[src/rtl/exu_oitf_pkg.sv]
// -----------------------------------------------------------------------------
// exu_oitf_pkg
//   Shared widths for the Outstanding Instruction Track FIFO.
//   RFIDX_WIDTH : register-file index width
//   OITF_DEPTH  : default number of tracked entries (power of 2, >= 2)
//   ITAG_WIDTH  : tag width, log2(OITF_DEPTH)
// -----------------------------------------------------------------------------
package exu_oitf_pkg;
    localparam int RFIDX_WIDTH = 5;
    localparam int OITF_DEPTH  = 2;
    localparam int ITAG_WIDTH  = $clog2(OITF_DEPTH);
endpackage

[src/rtl/exu_oitf_if.sv]
// -----------------------------------------------------------------------------
// exu_oitf_if
//   Dispatch / writeback bundle between the EXU and the OITF.
//   master : dispatch + long-pipe commit side (drives enables and indices)
//   slave  : the OITF (drives ready, tags, hazard matches, retire view)
// -----------------------------------------------------------------------------
interface exu_oitf_if #(
    parameter int DEPTH = exu_oitf_pkg::OITF_DEPTH
);
    import exu_oitf_pkg::*;
    localparam int IW = $clog2(DEPTH);

    // dispatch side
    logic                   disp_oitf_ena;
    logic                   disp_oitf_ready;
    logic [IW-1:0]          disp_oitf_ptr;
    logic                   disp_oitf_rs1en;
    logic                   disp_oitf_rs2en;
    logic                   disp_oitf_rdwen;
    logic [RFIDX_WIDTH-1:0] disp_oitf_rs1idx;
    logic [RFIDX_WIDTH-1:0] disp_oitf_rs2idx;
    logic [RFIDX_WIDTH-1:0] disp_oitf_rdidx;
    logic                   oitfrd_match_disprs1;
    logic                   oitfrd_match_disprs2;
    logic                   oitfrd_match_disprd;
    // retire side
    logic                   oitf_ret_ena;
    logic [IW-1:0]          oitf_ret_ptr;
    logic [RFIDX_WIDTH-1:0] oitf_ret_rdidx;
    logic                   oitf_ret_rdwen;
    logic                   oitf_empty;

    modport master (
        output disp_oitf_ena, disp_oitf_rs1en, disp_oitf_rs2en, disp_oitf_rdwen,
               disp_oitf_rs1idx, disp_oitf_rs2idx, disp_oitf_rdidx, oitf_ret_ena,
        input  disp_oitf_ready, disp_oitf_ptr, oitfrd_match_disprs1,
               oitfrd_match_disprs2, oitfrd_match_disprd, oitf_ret_ptr,
               oitf_ret_rdidx, oitf_ret_rdwen, oitf_empty
    );

    modport slave (
        input  disp_oitf_ena, disp_oitf_rs1en, disp_oitf_rs2en, disp_oitf_rdwen,
               disp_oitf_rs1idx, disp_oitf_rs2idx, disp_oitf_rdidx, oitf_ret_ena,
        output disp_oitf_ready, disp_oitf_ptr, oitfrd_match_disprs1,
               oitfrd_match_disprs2, oitfrd_match_disprd, oitf_ret_ptr,
               oitf_ret_rdidx, oitf_ret_rdwen, oitf_empty
    );
endinterface

[src/rtl/exu_oitf_ptr.sv]
// -----------------------------------------------------------------------------
// exu_oitf_ptr
//   Circular pointer with wrap flag.
//   clk, rst : clock, synchronous active-high reset
//   inc_i    : advance pointer by one
//   ptr_o    : index bits
//   flag_o   : wrap flag, toggles each time the index wraps DEPTH-1 -> 0
// -----------------------------------------------------------------------------
module exu_oitf_ptr #(
    parameter int DEPTH = 2
) (
    input  logic                     clk,
    input  logic                     rst,
    input  logic                     inc_i,
    output logic [$clog2(DEPTH)-1:0] ptr_o,
    output logic                     flag_o
);
    localparam int AW = $clog2(DEPTH);

    // DEPTH is a power of 2, so the flag is simply the counter's carry bit.
    logic [AW:0] cnt_q, cnt_d;

    assign cnt_d = inc_i ? cnt_q + (AW+1)'(1) : cnt_q;

    always_ff @(posedge clk) begin
        if (rst) cnt_q <= '0;
        else     cnt_q <= cnt_d;
    end

    assign ptr_o  = cnt_q[AW-1:0];
    assign flag_o = cnt_q[AW];
endmodule

[src/rtl/exu_oitf.sv]
// -----------------------------------------------------------------------------
// exu_oitf
//   Outstanding Instruction Track FIFO: records long-pipe instructions from
//   dispatch until their writeback commits, in order.
//   clk, rst : clock, synchronous active-high reset
//   oitf     : exu_oitf_if.slave -- allocation handshake + tag, RAW/WAW
//              hazard matches, oldest-entry retire view, empty flag
//   Optional: define OITF_RET_BYPASS_EN to let dispatch allocate into the
//   slot being retired in the same cycle (ready = ~full | ret_ena) and to
//   drop the retiring entry from hazard matches.
// -----------------------------------------------------------------------------
module exu_oitf
    import exu_oitf_pkg::*;
#(
    parameter int DEPTH = OITF_DEPTH
) (
    input  logic       clk,
    input  logic       rst,
    exu_oitf_if.slave  oitf
);
    localparam int AW = $clog2(DEPTH);

    logic [AW-1:0] wptr, rptr;
    logic          wflag, rflag;
    logic          empty, full, alloc, ret_fire;

    logic [DEPTH-1:0]                  vld_q, vld_d;
    logic [DEPTH-1:0]                  rdwen_q;
    logic [DEPTH-1:0][RFIDX_WIDTH-1:0] rdidx_q;

    logic [DEPTH-1:0] hit_rs1, hit_rs2, hit_rd;

    assign empty = (wptr == rptr) & (wflag == rflag);
    assign full  = (wptr == rptr) & (wflag != rflag);

`ifdef OITF_RET_BYPASS_EN
    assign oitf.disp_oitf_ready = ~full | oitf.oitf_ret_ena;
`else
    assign oitf.disp_oitf_ready = ~full;
`endif

    assign alloc    = oitf.disp_oitf_ena & oitf.disp_oitf_ready;
    // Retire on an empty FIFO is illegal upstream; drop it here.
    assign ret_fire = oitf.oitf_ret_ena & ~empty;

    exu_oitf_ptr #(.DEPTH(DEPTH)) u_wptr (
        .clk    (clk),
        .rst    (rst),
        .inc_i  (alloc),
        .ptr_o  (wptr),
        .flag_o (wflag)
    );

    exu_oitf_ptr #(.DEPTH(DEPTH)) u_rptr (
        .clk    (clk),
        .rst    (rst),
        .inc_i  (ret_fire),
        .ptr_o  (rptr),
        .flag_o (rflag)
    );

    // Clear before set: with bypass on a full FIFO wptr == rptr, and the
    // freshly allocated entry must survive.
    always_comb begin
        vld_d = vld_q;
        if (ret_fire) vld_d[rptr] = 1'b0;
        if (alloc)    vld_d[wptr] = 1'b1;
    end

    always_ff @(posedge clk) begin
        if (rst) vld_q <= '0;
        else     vld_q <= vld_d;
    end

    // Payload is only meaningful while vld is set, so it carries no reset.
    always_ff @(posedge clk) begin
        if (alloc) begin
            rdwen_q[wptr] <= oitf.disp_oitf_rdwen;
            rdidx_q[wptr] <= oitf.disp_oitf_rdidx;
        end
    end

    for (genvar i = 0; i < DEPTH; i++) begin : g_ent
        logic live;
`ifdef OITF_RET_BYPASS_EN
        assign live = vld_q[i] & rdwen_q[i] & ~(oitf.oitf_ret_ena & (rptr == AW'(i)));
`else
        assign live = vld_q[i] & rdwen_q[i];
`endif
        // x0 is hardwired to zero and never carries a dependency.
        assign hit_rs1[i] = live & oitf.disp_oitf_rs1en & (oitf.disp_oitf_rs1idx != '0)
                          & (rdidx_q[i] == oitf.disp_oitf_rs1idx);
        assign hit_rs2[i] = live & oitf.disp_oitf_rs2en & (oitf.disp_oitf_rs2idx != '0)
                          & (rdidx_q[i] == oitf.disp_oitf_rs2idx);
        assign hit_rd[i]  = live & oitf.disp_oitf_rdwen & (oitf.disp_oitf_rdidx != '0)
                          & (rdidx_q[i] == oitf.disp_oitf_rdidx);
    end

    assign oitf.oitfrd_match_disprs1 = |hit_rs1;
    assign oitf.oitfrd_match_disprs2 = |hit_rs2;
    assign oitf.oitfrd_match_disprd  = |hit_rd;

    assign oitf.disp_oitf_ptr  = wptr;
    assign oitf.oitf_ret_ptr   = rptr;
    assign oitf.oitf_ret_rdidx = rdidx_q[rptr];
    assign oitf.oitf_ret_rdwen = rdwen_q[rptr];
    assign oitf.oitf_empty     = empty;
endmodule

[src/flat_wrapper.sv]
// flat-port wrapper written by rule: the top's interface ports become plain ports
module exu_oitf_flat import exu_oitf_pkg::*;
#(
    parameter int DEPTH = OITF_DEPTH
)
  (clk, rst, oitf_disp_oitf_ena, oitf_disp_oitf_rs1en, oitf_disp_oitf_rs2en, oitf_disp_oitf_rdwen, oitf_disp_oitf_rs1idx, oitf_disp_oitf_rs2idx, oitf_disp_oitf_rdidx, oitf_oitf_ret_ena, oitf_disp_oitf_ready, oitf_disp_oitf_ptr, oitf_oitfrd_match_disprs1, oitf_oitfrd_match_disprs2, oitf_oitfrd_match_disprd, oitf_oitf_ret_ptr, oitf_oitf_ret_rdidx, oitf_oitf_ret_rdwen, oitf_oitf_empty);
  exu_oitf_if #(.DEPTH(DEPTH)) oitf_i ();
  input  logic clk;
  input  logic rst;
  input wire logic [$bits(oitf_i.disp_oitf_ena)-1:0] oitf_disp_oitf_ena;
  input wire logic [$bits(oitf_i.disp_oitf_rs1en)-1:0] oitf_disp_oitf_rs1en;
  input wire logic [$bits(oitf_i.disp_oitf_rs2en)-1:0] oitf_disp_oitf_rs2en;
  input wire logic [$bits(oitf_i.disp_oitf_rdwen)-1:0] oitf_disp_oitf_rdwen;
  input wire logic [$bits(oitf_i.disp_oitf_rs1idx)-1:0] oitf_disp_oitf_rs1idx;
  input wire logic [$bits(oitf_i.disp_oitf_rs2idx)-1:0] oitf_disp_oitf_rs2idx;
  input wire logic [$bits(oitf_i.disp_oitf_rdidx)-1:0] oitf_disp_oitf_rdidx;
  input wire logic [$bits(oitf_i.oitf_ret_ena)-1:0] oitf_oitf_ret_ena;
  output wire logic [$bits(oitf_i.disp_oitf_ready)-1:0] oitf_disp_oitf_ready;
  output wire logic [$bits(oitf_i.disp_oitf_ptr)-1:0] oitf_disp_oitf_ptr;
  output wire logic [$bits(oitf_i.oitfrd_match_disprs1)-1:0] oitf_oitfrd_match_disprs1;
  output wire logic [$bits(oitf_i.oitfrd_match_disprs2)-1:0] oitf_oitfrd_match_disprs2;
  output wire logic [$bits(oitf_i.oitfrd_match_disprd)-1:0] oitf_oitfrd_match_disprd;
  output wire logic [$bits(oitf_i.oitf_ret_ptr)-1:0] oitf_oitf_ret_ptr;
  output wire logic [$bits(oitf_i.oitf_ret_rdidx)-1:0] oitf_oitf_ret_rdidx;
  output wire logic [$bits(oitf_i.oitf_ret_rdwen)-1:0] oitf_oitf_ret_rdwen;
  output wire logic [$bits(oitf_i.oitf_empty)-1:0] oitf_oitf_empty;
  assign oitf_i.disp_oitf_ena = oitf_disp_oitf_ena;
  assign oitf_i.disp_oitf_rs1en = oitf_disp_oitf_rs1en;
  assign oitf_i.disp_oitf_rs2en = oitf_disp_oitf_rs2en;
  assign oitf_i.disp_oitf_rdwen = oitf_disp_oitf_rdwen;
  assign oitf_i.disp_oitf_rs1idx = oitf_disp_oitf_rs1idx;
  assign oitf_i.disp_oitf_rs2idx = oitf_disp_oitf_rs2idx;
  assign oitf_i.disp_oitf_rdidx = oitf_disp_oitf_rdidx;
  assign oitf_i.oitf_ret_ena = oitf_oitf_ret_ena;
  assign oitf_disp_oitf_ready = oitf_i.disp_oitf_ready;
  assign oitf_disp_oitf_ptr = oitf_i.disp_oitf_ptr;
  assign oitf_oitfrd_match_disprs1 = oitf_i.oitfrd_match_disprs1;
  assign oitf_oitfrd_match_disprs2 = oitf_i.oitfrd_match_disprs2;
  assign oitf_oitfrd_match_disprd = oitf_i.oitfrd_match_disprd;
  assign oitf_oitf_ret_ptr = oitf_i.oitf_ret_ptr;
  assign oitf_oitf_ret_rdidx = oitf_i.oitf_ret_rdidx;
  assign oitf_oitf_ret_rdwen = oitf_i.oitf_ret_rdwen;
  assign oitf_oitf_empty = oitf_i.oitf_empty;
  exu_oitf #(.DEPTH(DEPTH)) u_core (.clk(clk), .rst(rst), .oitf(oitf_i));
endmodule
[config.mk]
export PLATFORM = sky130hd
export DESIGN_NAME = exu_oitf_flat
export DESIGN_NICKNAME = d
export VERILOG_FILES = /design/src/rtl/exu_oitf_pkg.sv /design/src/rtl/exu_oitf_if.sv /design/src/rtl/exu_oitf_ptr.sv /design/src/rtl/exu_oitf.sv /design/src/flat_wrapper.sv
export SDC_FILE = /design/constraint.sdc
export NUM_CORES = 1
export LEC_CHECK = 0
export ABC_AREA = 1
export BUFFER_PORTS_ARGS = -buffer_cell sky130_fd_sc_hd__buf_4
export CELL_PAD_IN_SITES_DETAIL_PLACEMENT = 0
export CELL_PAD_IN_SITES_GLOBAL_PLACEMENT = 1
export CORE_ASPECT_RATIO = 2
export CORE_MARGIN = 2
export CORE_UTILIZATION = 32
export CTS_CLUSTER_DIAMETER = 60
export DETAILED_ROUTE_END_ITERATION = 7
export PLACE_DENSITY = 0.86
export RECOVER_POWER = 25
export SYNTH_ARGS = -nofsm -noshare
export SYNTH_HDL_FRONTEND = slang
export SYNTH_HIERARCHICAL = 1
export SYNTH_SLANG_ARGS = --single-unit
[constraint.sdc]
create_clock -name clk -period 1.21 [get_ports clk]
set_input_delay 0 -clock clk [delete_from_list [all_inputs] [get_ports clk]]
set_output_delay 0 -clock clk [all_outputs]
set_load 0.02 [all_outputs]
Word-level counts from Yosys, hierarchy flattened
Cells that the tools add are included.
{"block": "classes", "shifts": 0, "bitwise": 29, "reduce_logical": 8, "n_mul": 0, "n_mux": 14, "order_cmp": 4, "add_sub_neg": 2, "div": 0, "n_eq_ne": 9}
{"op": "equality test 5 bit", "count": 6}
{"op": "AND 1 bit", "count": 24}
{"op": "two-way mux 5 bit", "count": 3}
{"op": "nonzero test 5 bit", "count": 3}
{"op": "bitwise mux 10 bit", "count": 1}
{"op": "OR reduction 2 bit", "count": 3}
{"op": "demux 5 bit (select 1 bit)", "count": 1}
{"op": "adder 2 x 1 -> 2 bit (second input constant)", "count": 2}
{"op": "less-than comparator 1 x 2 -> 1 bit (second input constant)", "count": 2}
{"op": "two-way mux 1 bit", "count": 4}
{"op": "two-way mux 2 bit", "count": 2}
{"op": "AND 2 bit", "count": 1}
{"op": "bitwise mux 2 bit", "count": 1}
{"op": "demux 1 bit (select 1 bit)", "count": 2}
{"op": "equality test 1 bit", "count": 2}
{"op": "greater-or-equal comparator 1 bit (second input constant)", "count": 2}
{"op": "logical AND 1 bit", "count": 2}
{"op": "NOT 1 bit", "count": 2}
{"op": "NOT 2 bit", "count": 1}
{"op": "OR 2 bit", "count": 1}
{"op": "inequality test 1 bit", "count": 1}
{"block": "totals", "latchBits": 0, "in_bits": 22, "romBits": 0, "n_memories": 0, "register_bits": 18, "out_inout_bits": 13, "mem_bits_rw": 0, "word_cells": 72}

Longest topological paths before layout
{"block": "depth", "ltp_word": 9, "ltp_mapped": 9, "depth_no_buf": 9}

By module
Netlist, hierarchy kept.
{"mod": "exu_oitf", "seq_area_each_um2": 400.4, "n_inst": 1, "cells_each": 171, "area_per_inst_um2": 1124.8}
{"mod": "exu_oitf_ptr", "seq_area_each_um2": 40.0, "n_inst": 2, "cells_each": 11, "area_per_inst_um2": 76.3}

Worst setup path after synthesis
Ideal clock, no wire load.
{"block": "synth_timing", "kind": "reg-to-reg", "start": "register u_core.u_rptr.cnt_q[0]", "end": "register u_core/rdidx_q[5] (netlist name), enable pin", "t_required_ps": 896, "path_stages_with_launch": 7, "synth_period_minus_slack_ps": 1483, "setup_ps": 314, "setup_slack_ps": -273, "t_arrival_ps": 1168, "n_path_buf": 0, "cell_sequence": "dfxtp_1 -> inv_2 -> nand2_1 -> nand2_1 -> nand3_2 -> nand3_1 -> inv_1"}
{"block": "synth_via", "elab_chain_len": 4}
{"item": "from (decl)", "line_no": "exu_oitf_ptr.sv:21", "rtl": "logic [AW:0] cnt_q, cnt_d;"}
{"item": "from (signal assigned)", "line_no": "exu_oitf_ptr.sv:27", "rtl": "else cnt_q <= cnt_d;"}
{"item": "equality test 1 bit", "line_no": "exu_oitf.sv:34", "rtl": "assign full = (wptr == rptr) & (wflag != rflag);"}
{"item": "AND 1 bit", "line_no": "exu_oitf.sv:34"}
{"item": "NOT 1 bit", "line_no": "exu_oitf.sv:39", "rtl": "assign oitf.disp_oitf_ready = ~full;"}
{"item": "named net oitf_disp_oitf_ready", "line_no": "flat_wrapper.sv:18", "rtl": "output wire logic [$bits(oitf_i.disp_oitf_ready)-1:0] oitf_disp_oitf_ready;"}
{"item": "AND 1 bit", "line_no": "exu_oitf.sv:42", "rtl": "assign alloc = oitf.disp_oitf_ena & oitf.disp_oitf_ready;"}
{"item": "to (signal, indexed assignment)", "line_no": "exu_oitf.sv:79", "rtl": "rdidx_q[wptr] <= oitf.disp_oitf_rdidx;"}
{"item": "to (decl)", "line_no": "exu_oitf.sv:29", "rtl": "logic [DEPTH-1:0][RFIDX_WIDTH-1:0] rdidx_q;"}
The timed path passes the listed nets, and every way through them passes these cells.
A chain may end at the register's enable or synchronous reset.

Final worst setup path
{"block": "layout_timing", "start": "register u_core/rdidx_q[1] (netlist name)", "end": "output port oitf_oitfrd_match_disprd"}
{"block": "layout_via", "elab_chain_len": 3}
{"item": "equality test 5 bit", "line_no": "exu_oitf.sv:96", "rtl": "& (rdidx_q[i] == oitf.disp_oitf_rdidx);"}
{"item": "AND 1 bit", "line_no": "exu_oitf.sv:96"}
{"item": "OR reduction 2 bit", "line_no": "exu_oitf.sv:101", "rtl": "assign oitf.oitfrd_match_disprd = |hit_rd;"}
{"item": "to (decl)", "line_no": "flat_wrapper.sv:22", "rtl": "output wire logic [$bits(oitf_i.oitfrd_match_disprd)-1:0] oitf_oitfrd_match_disprd;"}
No other way between the ends.

==> results.md <==
- Setup repair after global routing could not meet its margin everywhere.
- The maximum buffer depth of the clock tree is 2.
- The antenna diode count is 0.
- The number of H-tree branching levels is 1.
- The slowest stage of the critical path belongs to the cell sky130_fd_sc_hd__edfxtp_1.
- Excluding fillers, the count of instances in the completed layout stands at 291.
- The number of global-route vias before repair is 1268.
- Timing analysis after detailed placement gives a worst setup slack of 10.4 ps.
- In the final layout, the share of cells above drive strength 1 is 23.8%.
- Of the post-synthesis cell area, the part taken by muxes is 0%.
- Once layout is complete, the utilization of the core stands at 46.5%.
- Summing the areas of all compound-gate instances in the mapped netlist gives 3.13% of the synthesized area.
- The total wire length is 3.33 mm.
- The clock buffer count from CTS is 3.
- The power density of the placed cells is 1010 mW/mm^2.
- Max-cap violations in this run came to 0.
- The final worst hold slack is 64.6 ps.
- The synthesized netlist occupies a cell area of 0.00128 sq mm.
- The global-route usage over all layers is 15.8%.
- Yosys mapped the design onto 14 distinct sky130hd cell types.
- TritonCTS built the clock tree.
- The worst-case headroom to the max-slew limit is 83.7%.
- Entering global routing, the biggest net connects 16 pins.
- The count of state elements after synthesis is 18.
- The pre-antenna-repair detailed-routing pass consisted of 4 iterations.
- The cell with the most instances on the worst path is sky130_fd_sc_hd__nand2_1.
- The commonest non-fill, non-tap cell in the layout is sky130_fd_sc_hd__nand2_1.
- For the worst setup path, the data required time is 1210 ps.
- The final net count is 263.
- In this run the core area contains 32 standard-cell rows.
- Along the worst path, the maximum fanout reaches 4.
- In the routed layout, each cell is associated on average with a via count of 4.45.
- The floorplan step set the die height to 93.4 microns.
- In this design, the largest share of critical-path delay is due to flip-flops.
- The final critical path time including I/O delays and setup is 1390 ps.
- After legalization and detailed placement, the total HPWL measured 2.68 mm.
- Compared with the post-synthesis result, the final layout area differs by 39.9%.
- The synthesized netlist cell count is 193.
- The sequential cells in the finished layout cover a total of 490 sq um.
- For this run, the number of Yosys warnings is 6.
- Setup violations remaining at the end of the flow were counted as 3.
- The highest achievable clock rate is 0.721 GHz.
- The final reports fail on setup timing.
- The total congestion overflow is 0.
- The final weighted congestion in routability-driven placement is 0.843.
- The placeable core region is 0.00384 sq mm.
- The cell leakage power is 0.856 nW.
- After clock tree synthesis, the clock-pin slew on the worst setup and hold paths is 60 ps.
- Across the VDD grid, the largest voltage drop is 958 uV.
- The multi-input combinational cells in the finished layout cover a total of 712 sq um.
- Across all setup checks in the final design, the least slack found is -176 ps.
- The first global-routing pass estimated 5.58 mm of wire.
- The number of buffers and inverters on the critical path is 1.
- The later-pin clock latency in the skew report is 250 ps.
- The detail route stage leaves a number of antenna-violating nets equal to 0.
- After synthesis, the largest family of logic cells by area is simple AND/OR/NAND/NOR gates.
- The flow ran to the end, but the final reports show violations.
- The number of top-level design ports is 35.
- The initial antenna violation count is 0.
- STA classifies the critical path endpoint as an output pin.
- The adder-cell area share of the yosys netlist is 0%.
- The worst path uses 115% of the clock period.
- After the first detailed-routing iteration, the DRC count stood at 21.
- CTS saw 18 sinks.
- Detailed routing inserted a total of 1295 vias.
- The synthesized netlist devotes 12.3% of its cell area to XOR and XNOR gates.
- The final count of hold timing violations is 0.
- The pin slew with the least headroom to its limit is 244 ps.
- The root buffer selected by CTS is sky130_fd_sc_hd__clkbuf_8.
- The number of max-slew violations in the final report is 0.
- The DRC violation count after routing is 0.
- The die covers 0.00454 sq mm.
- During placement, the flow inserted port buffers numbering 34.
- The worst setup path is launched from a flip-flop.
- In the final routed layout, each cell accounts on average for 11.5 microns.
- The classification of the worst setup path is reg2out.
- The post-synthesis share of cell area spent on and, or, nand and nor gates is 36.6%.
- In this design, the stage delay of the slowest critical-path cell is 460 ps.
- The die extent in x is 48.7 microns.
- Leaving out fill and tap cells, the most frequent cells in the layout are 67 x sky130_fd_sc_hd__nand2_1, 29 x sky130_fd_sc_hd__buf_4, 29 x sky130_fd_sc_hd__inv_1.
- Including well taps, the total number of placed cells is 280.
- The sequential area share after synthesis is 37.6%.
- The effective utilization at floorplan is 33.2%.
- On the final layout, the worst clock skew is 3.52 ps.
- Synthesis produced a netlist with a net count of 215.
- The min-delay analysis places its worst path in the category in2reg.
- STA puts the critical path data arrival time at 1390 ps.
- The mean area per synthesized cell is 6.62 sq um.
- Counting the fill cells in the layout gives 434.
- The signal on the critical path passes through xnor2_1 -> nand2_1 -> nor2_2 -> nand3_1 -> nand2_1 -> buf_6.
[cell usage after synthesis, drive strengths merged]
cell type   n  area, sq um
a21oi       4         20.0
clkbuf      1         3.75
dfxtp       6          120
edfxtp     12          360
inv        34          128
nand2      70          263
nand3      13         70.1
nand4       6         37.5
nor2       22         82.6
nor3        3         15.0
o21ai       4         20.0
xnor2      18          158
[path summary, 6_finish.rpt]
| check | slack, ps | to | from | cells after the start |
|---|---|---|---|---|
| hold / removal | 60 | u_core/vld_q[0] | oitf_disp_oitf_ena | 3 |
| setup reg to reg | 20 | u_core/rdidx_q[5] | u_core/u_wptr/cnt_q[0] | 6 |
| setup / recovery | -180 | oitf_oitfrd_match_disprd | u_core/rdidx_q[1] | 6 |
| hold reg to reg | 460 | u_core/vld_q[0] | u_core/vld_q[0] | 2 |
[state kept, by name (all words and copies together), names as in the netlist]
register,cells
u_core/rdidx_q,10
u_core/u_wptr/cnt_q,2
u_core/u_rptr/cnt_q,2
u_core/vld_q,2
u_core/rdwen_q,2
[repair_timing]
action / CTS / global route
setup endpoints to repair: 3 / 22
buffers inserted: 0 / 0
endpoints found under the hold margin: 14 / 0
hold buffers: 7 / 0
resized for setup: 4 / 14
pin swaps: 13 / 7
[worst min-delay path, cell delays in order]
cell,delay [ps]
sky130_fd_sc_hd__buf_4,130
sky130_fd_sc_hd__nand3_2,80
sky130_fd_sc_hd__a21oi_1,60
[per-stage QoR]
stage | area [sq um] | setup TNS [ps] | total power [mW]
2_1_floorplan | 1300 | -219 | 1.12
3_3_place_gp | 1640 | 0 | 1.37
3_5_place_dp | 1640 | 0 | 1.37
4_1_cts | 1770 | -568 | 1.80
5_1_grt | 1790 | -1250 | 1.92
6_report | 1790 | -483 | 1.81
[kinds of logic after synthesis]
family                 after synthesis
AND/OR/NAND/NOR                    114
buffers and inverters               35
XOR/XNOR                            18
flip-flops                          18
AO/OA/AOI/OAI                        8
[per-layer routing]
layer  wire length [microns]  track usage [%]  share of wire (%)  up-vias
met5                       0                0                  0        -
met4                      98             6.90                2.9        0
met3                     121             1.92                3.6        8
met2                    1950             31.8                 59       32
met1                    1160             15.4                 35      568
li1                        -                -                  -      687
[layout make-up]
type,instances,area share (%)
Multi-Input combinational cell,140,39.8
Sequential cell,18,27.5
Timing Repair Buffer,44,19.5
Inverter,34,7.14
Tap cell,51,3.57
Clock buffer,3,2.31
Clock inverter,1,0.210
[power by group]
group | internal [mW] | switching [mW] | leakage [nW]
registers | 0.715 | 0.0499 | 0.164
clock network | 0.225 | 0.181 | 0.0231
logic | 0.275 | 0.361 | 0.669
total | 1.22 | 0.591 | 0.856
(Power assumes the default switching activity.)
